`src/rtl/seven_seg_reader.sv`:
```
// Reads a time-multiplexed 4-digit 7-segment bus back into a 16-bit word.
// Debounces each digit, decodes the segment pattern, and emits one valid pulse per complete frame.
module seven_seg_reader #(
    parameter int unsigned STABLE_CYCLES  = 4,
    parameter int unsigned TIMEOUT_CYCLES = 65535
) (
    input  logic        clk,
    input  logic        reset,
    input  logic [6:0]  seg_in,
    input  logic [3:0]  dig_sel,
    output logic [15:0] value,
    output logic        valid,
    output logic        frame_err,
    output logic        timeout
);

    localparam int unsigned SEG_W  = 7;
    localparam int unsigned DIG_W  = 4;
    localparam int unsigned BUS_W  = SEG_W + DIG_W;
    localparam int unsigned NIB_W  = 4;
    localparam int unsigned STAB_W = 8;
    localparam int unsigned IDLE_W = 20;

    localparam logic [STAB_W-1:0] STAB_LAST = STAB_W'(STABLE_CYCLES - 1);
    localparam logic [IDLE_W-1:0] IDLE_LAST = IDLE_W'(TIMEOUT_CYCLES - 1);
    localparam logic [IDLE_W-1:0] IDLE_PRE  = IDLE_W'(TIMEOUT_CYCLES - 2);

    logic [BUS_W-1:0]              s1, s2, prev;
    logic [STAB_W-1:0]             stab, stab_n;
    logic                          armed, armed_n;
    logic [DIG_W-1:0][NIB_W-1:0]   slots, slots_n;
    logic [DIG_W-1:0]              mask, mask_n, errmask, errmask_n;
    logic [IDLE_W-1:0]             idle, idle_n;

    logic [DIG_W-1:0]  dig_c;
    logic [NIB_W-1:0]  nib_c;
    logic              bad_c, changed_c, onehot_c, capture_c, complete_c, expire_c, err_any_c;

    // Inverse of the team encoder; {error, nibble}. All-segments-on always reads as 8.
    function automatic logic [NIB_W:0] decode(input logic [SEG_W-1:0] pat);
        case (pat)
            7'b1111110: decode = 5'h00;
            7'b0110000: decode = 5'h01;
            7'b1101101: decode = 5'h02;
            7'b1111001: decode = 5'h03;
            7'b0110011: decode = 5'h04;
            7'b1011011: decode = 5'h05;
            7'b1011111: decode = 5'h06;
            7'b1110000: decode = 5'h07;
            7'b1111111: decode = 5'h08;
            7'b1110011: decode = 5'h09;
            7'b1110111: decode = 5'h0A;
            7'b0011111: decode = 5'h0B;
            7'b1111000: decode = 5'h0C;
            7'b1100111: decode = 5'h0D;
            7'b0000000: decode = 5'h0E;
            default:    decode = 5'h10;
        endcase
    endfunction

    // Stability tracking, capture, frame assembly and idle timeout.
    always_comb begin
        stab_n    = stab;
        armed_n   = armed;
        slots_n   = slots;
        mask_n    = mask;
        errmask_n = errmask;
        idle_n    = idle;

        dig_c              = s2[DIG_W-1:0];
        {bad_c, nib_c}     = decode(s2[BUS_W-1:DIG_W]);
        changed_c          = (s2 != prev);
        onehot_c           = (dig_c != '0) && ((dig_c & (dig_c - DIG_W'(1))) == '0);
        capture_c          = !changed_c && armed && (stab == STAB_LAST) && onehot_c;
        expire_c           = !capture_c && (mask != '0) && (idle == IDLE_PRE);

        if (changed_c) begin
            stab_n  = '0;
            armed_n = 1'b1;
        end else if (stab != '1) begin
            stab_n = stab + STAB_W'(1);
        end

        if (capture_c) begin
            armed_n = 1'b0;
            for (int k = 0; k < int'(DIG_W); k++) begin
                if (dig_c[k]) begin
                    slots_n[k]   = nib_c;
                    mask_n[k]    = 1'b1;
                    errmask_n[k] = bad_c;
                end
            end
        end

        complete_c = capture_c && (mask_n == '1);
        err_any_c  = |errmask_n;

        if (capture_c || expire_c) begin
            idle_n = '0;
        end else if (idle != IDLE_LAST) begin
            idle_n = idle + IDLE_W'(1);
        end

        if (complete_c || expire_c) begin
            mask_n    = '0;
            errmask_n = '0;
        end
    end

    always_ff @(posedge clk or posedge reset) begin
        if (reset) begin
            s1        <= '0;
            s2        <= '0;
            prev      <= '0;
            stab      <= '0;
            armed     <= 1'b0;
            slots     <= '0;
            mask      <= '0;
            errmask   <= '0;
            idle      <= '0;
            value     <= '0;
            valid     <= 1'b0;
            frame_err <= 1'b0;
            timeout   <= 1'b0;
        end else begin
            s1        <= {seg_in, dig_sel};
            s2        <= s1;
            prev      <= s2;
            stab      <= stab_n;
            armed     <= armed_n;
            slots     <= slots_n;
            mask      <= mask_n;
            errmask   <= errmask_n;
            idle      <= idle_n;
            if (complete_c) begin
                value <= slots_n;
            end
            valid     <= complete_c;
            frame_err <= complete_c && err_any_c;
            timeout   <= expire_c;
        end
    end

endmodule

```
`config.mk`:
```
export PLATFORM = sky130hd
export DESIGN_NAME = seven_seg_reader
export DESIGN_NICKNAME = d
export VERILOG_FILES = /design/src/rtl/seven_seg_reader.sv
export SDC_FILE = /design/constraint.sdc
export NUM_CORES = 1
export LEC_CHECK = 0
export CAP_MARGIN = 10
export CORE_AREA = 3 3 111 113
export DETAILED_ROUTE_END_ITERATION = 8
export DIE_AREA = 0 0 114 116
export PLACE_DENSITY_LB_ADDON = 0.2
export RECOVER_POWER = 50
export SLEW_MARGIN = 10
export SYNTH_ARGS = -nofsm -noshare
export SYNTH_HDL_FRONTEND = slang
export SYNTH_SLANG_ARGS = --single-unit
```
`constraint.sdc`:
```
create_clock -name clk -period 5.1 [get_ports clk]
set_input_delay 1.02 -clock clk [delete_from_list [all_inputs] [get_ports clk]]
set_output_delay 1.02 -clock clk [all_outputs]
set_load 0.01 [all_outputs]
```
==> results of run 1 <==
## power by group
| part | internal, uW | switching [uW] |
|---|---|---|
| clock | 397 | 302 |
| combinational | 19.3 | 28.4 |
| sequential | 845 | 17.4 |
## Yosys cell counts (all sizes together), types with 2 or more instances
| cell | count | area share, % |
|---|---|---|
| a21oi | 13 | 1.4 |
| nor3 | 5 | 0.54 |
| a211oi | 2 | 0.32 |
| and3b | 3 | 0.57 |
| a22oi | 3 | 0.49 |
| a311oi | 2 | 0.38 |
| and2 | 4 | 0.54 |
| nand2 | 14 | 1.1 |
| or3 | 4 | 0.54 |
| nor3b | 2 | 0.32 |
| o22a | 2 | 0.38 |
| nor4b | 3 | 0.57 |
| inv | 11 | 0.89 |
| dfrtp | 105 | 57 |
| nand4 | 9 | 1.4 |
| xor2 | 23 | 4.4 |
| and4 | 2 | 0.38 |
| nor2b | 2 | 0.27 |
| xnor2 | 10 | 1.9 |
| nor4 | 6 | 0.81 |
| or4b | 2 | 0.43 |
| or2 | 2 | 0.27 |
| nand3 | 18 | 3.0 |
| buf | 7 | 1.3 |
| mux2 | 32 | 10 |
| ha | 4 | 1.1 |
| o21ai | 7 | 0.76 |
| clkbuf | 10 | 0.81 |
| mux2i | 6 | 1.3 |
| o211ai | 3 | 0.49 |
| nor2 | 32 | 2.6 |
| a31oi | 2 | 0.27 |
| and3 | 9 | 1.2 |
## worst max-delay path: stages, from the launching register on
cell and delay (ps):
dfrtp_1 540, xor2_1 210, nor4_1 370, and3_1 590, nand4_2 220, inv_2 460
mux2_4 350
## flip-flops by register name, indices dropped and copies added, names as in the netlist
signal / count
slots: 16
armed: 1
mask: 4
s2: 11
frame_err: 1
errmask: 4
stab: 8
s1: 11
timeout: 1
value: 16
prev: 11
idle: 20
valid: 1
## cell families (layout without fill, tap and decap cells)
| family | count (synthesis) | in the layout | synth area share (%) |
|---|---|---|---|
| DFF | 105 | 105 | 56.83 |
| AOI/OAI and AO/OA | 42 | 42 | 5.954 |
| xor gates and xnor gates | 33 | 33 | 6.252 |
| buffers and inverters | 28 | 59 | 3.004 |
| adders and majority gates | 4 | 4 | 1.083 |
| muxes | 38 | 38 | 11.69 |
| and+or+nand+nor | 120 | 120 | 15.18 |
## layer usage
metal	routed length (um)	part of all wire, %	GRT usage (%)	vias up
met5	0	0	0	-
met4	105	1.3	4.513	0
met3	292	3.5	3.499	11
met2	3874	47	20.96	51
met1	4011	48	18.61	1405
li1	-	-	-	1360
## final timing paths
kind	endpoint	cells after the start
worst min-delay path	s2[7]$_DFF_PP0_	0
max in group asynchronous	mask[1]$_DFF_PP0_	3
worst min register to register	s2[7]$_DFF_PP0_	0
min in group asynchronous	stab[0]$_DFFE_PP0P_	2
worst max-delay path	value[7]$_DFFE_PP0P_	6
worst max register to register	value[7]$_DFFE_PP0P_	6
## cells in the final DEF (no fill, tap or decap), types with 3 or more instances in the layout
cell | netlist | layout
or3_1 | 4 | 4
a22oi_1 | 3 | 3
nor2_1 | 32 | 32
nor4b_1 | 3 | 3
dlygate4sd3_1 | 0 | 12
xor2_1 | 23 | 23
clkdlybuf4s50_1 | 0 | 19
a21oi_1 | 13 | 13
o21ai_0 | 7 | 7
xnor2_1 | 10 | 10
nor4_1 | 6 | 6
and2_1 | 4 | 4
mux2_4 | 32 | 32
ha_1 | 4 | 4
nand3_1 | 14 | 14
nand4_1 | 8 | 8
inv_1 | 10 | 9
mux2i_1 | 6 | 6
nand2_1 | 14 | 14
dfrtp_1 | 105 | 105
nand3_4 | 4 | 4
and3b_1 | 3 | 3
nor3_1 | 5 | 5
clkbuf_16 | 0 | 9
o211ai_1 | 3 | 3
and3_1 | 9 | 9
## final cells by class
type	instances	area, sq um
clock inverter	5	62.56
sequential	105	2628
tap	143	178.9
fill	1033	6088
multi-input combinational	237	1857
clock buffer	11	242.7
timing repair buffer	32	317.8
inverter	11	43.79
## through the flow
step	total power [uW]	hold slack [ps]	setup WS [ps]	cells
detailed placement	930.5	334.7	2229	528
global placement	929.3	333.4	2362	528
CTS	1645	352.0	2212	544
finish	1609	346.6	2240	544
global route	1680	352.2	2057	544
floorplan	909.4	331.2	1319	370
==> impl_metrics.py, run 1 <==
metrics = {
    "outcome": {
        "status": "finished, final reports clean",
    },
    "power_and_ir_drop": {
        "p_leak_uw": 0.002427,
        "vdd_drop_max_mv": 0.2195,
        "power_density_nw_per_um2": 301.9,
    },
    "critical_path": {
        "r2r_slack_ps": 2240,
        "worstPathRequired_ps": 5320,
        "r2r-start": "s2[8]$_DFF_PP0_",
        "path_class": "register to register",
        "startpoint_type": "register",
        "crit_arrival_ps": 3080,
        "cp-end-kind": "register",
        "critPathMaxFanout": 17,
        "cp-startpoint": "s2[8]$_DFF_PP0_",
    },
    "cts": {
        "cts_resized": 0,
        "clkLatencyLatePin_ps": 340,
        "cts-buffers-inserted": 9,
        "tritoncts": "done",
        "h-tree-depth": 3,
        "cts.path.max_buffers": 2,
        "clock_sinks": 105,
        "post-cts-setup-buffer-count": 0,
        "root_buffer": "clkbuf_16",
        "clkTransAtPathRegs_ps": 70,
        "postCtsHoldBufs": 0,
    },
    "timing": {
        "setup_viol": 0,
        "rsz0062_at_grt": "false",
        "clock.fmax_ghz": 0.3497,
        "hold_viol": 0,
        "tns_ps": 0,
        "skew_ps": 6.044,
        "period_needed_ps": 2860,
        "post-route-period-util_pct": 56.07,
        "worst_slew_pin_slew_ps": 902.0,
        "slew_headroom_pct": 39.87,
        "slew_violations": 0,
    },
    "place": {
        "io_buffers": 31,
        "place.gp.congestion": 0.8009,
        "place_area_sq_um": 5025,
        "dp_hpwl_um": 5528,
    },
    "detailed_routing": {
        "dr_total_vias": 2827,
        "dr.first_iter.drc_count": 119,
        "routed_wl_um": 8283,
        "dr.pass1.iters": 4,
        "antenna_left": 0,
        "avgViaCountPerCell": 5.197,
        "route.detailed.drc": 0,
        "wire_per_inst_um": 15.23,
    },
    "global_routing": {
        "antenna_found_initial": 0,
        "grt_util_all_layers_pct": 13.53,
        "grt_start_max_net_pins": 76,
        "grt_pass1_wl_um": 14260,
        "grt_overflow": 0,
        "grt_pass1_vias": 2838,
    },
    "cells_and_area": {
        "postLayoutCellArea_sq_um": 5330,
        "layout.nets": 413,
        "diodes": 0,
        "drive_gt1_share_pct": 14.21,
        "utilization_pct": 46.68,
        "area_growth_pct": 15.29,
    },
    "floorplanning": {
        "fp.dieW_um": 114,
        "io_pins": 32,
        "die_h_um": 116,
        "rows": 39,
        "core-area_sq_um": 11420,
        "fp.dieArea_sq_um": 13220,
        "initial_core_util_pct": 40.49,
    },
    "yosys": {
        "synth_seq_area_share_pct": 56.83,
        "synth_seq_cells": 105,
        "syn_area_per_cell_sq_um": 12.50,
        "synth_nets": 387,
        "ys_warn_count": 0,
        "async_reset_ff_share_pct": 100.0,
        "synth_cell_type_count": 50,
        "synth_edf_count": 0,
        "synthCells": 370,
        "syn_area_sq_um": 4623,
        "synth_flop_cell": "dfrtp_1",
    },
    "hold_path": {
        "hp-class": "register to register",
        "hp-start": "s1[7]$_DFF_PP0_",
    },
    "flow_run": {
        "maxCapViolCount": 0,
    },
}
No activity file was read; power rests on OpenSTA's default activity.
==> inputs of run 2 (changes only) <==
- clock period: 5.1 -> 2.4 ns (I/O delays scaled with it)
==> impl_metrics.py, run 2 (synthesis results as in run 1) <==
metrics = {
    "outcome": {
        "status": "finished, final reports clean",
    },
    "flow_run": {
        "maxCapViolCount": 0,
    },
    "place": {
        "dp_hpwl_um": 5745,
        "place_area_sq_um": 5256,
        "place.gp.congestion": 0.8046,
        "io_buffers": 31,
    },
    "cts": {
        "cts.path.max_buffers": 2,
        "root_buffer": "clkbuf_16",
        "cts-buffers-inserted": 9,
        "clock_sinks": 105,
        "h-tree-depth": 3,
        "tritoncts": "done",
        "post-cts-setup-buffer-count": 0,
        "clkTransAtPathRegs_ps": 70,
        "clkLatencyLatePin_ps": 340,
        "postCtsHoldBufs": 0,
    },
    "floorplanning": {
        "io_pins": 32,
        "fp.dieW_um": 114,
        "die_h_um": 116,
        "fp.dieArea_sq_um": 13220,
        "rows": 39,
        "core-area_sq_um": 11420,
        "initial_core_util_pct": 40.49,
    },
    "power_and_ir_drop": {
        "p_seq_share_pct": 53.0,
        "p_leak_uw": 0.002541,
        "p_switching_uw": 699.2,
        "power_frac_comb_pct": 3.9,
        "swShare_pct": 20.38,
        "p_int_uw": 2731,
        "p_clk_share_pct": 43.2,
        "vdd_drop_max_mv": 0.5177,
        "power_uw": 3430,
        "power_density_nw_per_um2": 619.9,
    },
    "critical_path": {
        "critPathMaxFanout": 9,
        "crit_arrival_ps": 2510,
        "startpoint_type": "register",
        "critPathMaxStageDelay_ps": 540,
        "crit_top_cell": "mux2_4",
        "critical-path-slowest-cell": "or4b_1",
        "worstPathRequired_ps": 2620,
        "path_class": "register to register",
        "crit_chain": "or4b_1, o311ai_1, and3_1, buf_12, nand3_4, mux2_4, mux2_4",
        "cp-end-kind": "register",
    },
    "timing": {
        "setup_viol": 0,
        "rsz0062_at_grt": "false",
        "tns_ps": 0,
        "worst_slew_pin_slew_ps": 1195,
        "slew_headroom_pct": 20.33,
        "clock.fmax_ghz": 0.4377,
        "skew_ps": 6.017,
        "period_needed_ps": 2285,
        "hold_viol": 0,
        "post-route-period-util_pct": 95.19,
        "slew_violations": 0,
    },
    "cells_and_area": {
        "drive_gt1_share_pct": 18.20,
        "top_regs": "idle: 20 flops, slots: 16 flops, value: 16 flops",
        "largest_register_ffs": 20,
        "fill_cells": 1064,
        "area_growth_pct": 19.70,
        "postLayoutCellArea_sq_um": 5534,
        "final_common_cell": "dfrtp_1",
        "max_flop_register": "idle",
        "final_cell_mix": "dfrtp_1, nor2_1, mux2_4, xor2_1, clkdlybuf4s50_1",
        "utilization_pct": 48.47,
        "diodes": 0,
        "layout.nets": 437,
    },
    "global_routing": {
        "grt_overflow": 0,
        "grt_start_max_net_pins": 91,
        "grt_pass1_wl_um": 14450,
        "grt_util_all_layers_pct": 13.76,
        "antenna_found_initial": 0,
        "grt_pass1_vias": 2868,
    },
    "detailed_routing": {
        "dr.pass1.iters": 5,
        "route.detailed.drc": 0,
        "routed_wl_um": 8336,
        "dr_total_vias": 2861,
        "dr.first_iter.drc_count": 245,
        "wire_per_inst_um": 14.73,
        "avgViaCountPerCell": 5.055,
        "antenna_left": 0,
    },
    "hold_path": {
        "hp-class": "register to register",
    },
}
-- run 2: cell type report --
cell class	instances	area (sq um)	area share, %
sequential	105	2628	47.48
multi-input combinational	237	1857	33.55
timing repair buffer	56	524.3	9.473
clock buffer	12	266.5	4.816
tap	143	178.9	3.233
inverter	11	42.54	0.7687
clock inverter	2	37.54	0.6783
-- run 2: routing by layer --
layer | track usage, % | routed length (um) | vias up
met3 | 4.543 | 279 | 5
met4 | 3.088 | 74 | 0
met1 | 19.18 | 4146 | 1417
met2 | 21.04 | 3835 | 37
met5 | 0 | 0 | -
li1 | - | - | 1402
-- run 2: per-stage QoR --
step	setup WS, ps	hold WS, ps	instances
2_1_floorplan	65.43	331.2	370
3_3_place_gp	147.7	334.1	552
3_5_place_dp	88.69	335.6	552
4_1_cts	80.69	349.8	566
5_1_grt	1.986	351.5	566
6_report	115.4	348.4	566
-- run 2: timing repair --
action	4_1_cts	5_1_grt
gates resized for setup	0	1
setup endpoints to repair	0	1
endpoints found under the hold margin	0	0
-- run 2: worst max-delay path, delay by kind of cell, from the launching register on --
kind                   cells  cell delay [ps]
muxes                      2              590
DFF                        1              430
and+or+nand+nor            3              900
AOI/OAI and AO/OA          1              100
buffers and inverters      1              150
-- run 2: path summary, 6_finish.rpt --
kind	start	to	slack [ps]	depth (start not counted)
max	s2[3]$_DFF_PP0_	value[8]$_DFFE_PP0P_	120	7
min	s1[5]$_DFF_PP0_	s2[5]$_DFF_PP0_	350	0
max reg2reg	s2[3]$_DFF_PP0_	value[8]$_DFFE_PP0P_	120	7
min reg2reg	s1[5]$_DFF_PP0_	s2[5]$_DFF_PP0_	350	0
max in group asynchronous	reset	value[9]$_DFFE_PP0P_	600	3
min in group asynchronous	reset	idle[9]$_DFFE_PP0P_	870	3
-- run 2: power by group through the flow --
stage	sequential, uW	combinational [uW]	clock [uW]
floorplan	1840	88.4	0
global placement	1850	145	0
detailed placement	1850	146	0
CTS	1820	147	1530
global route	1820	151	1610
finish	1820	133	1480
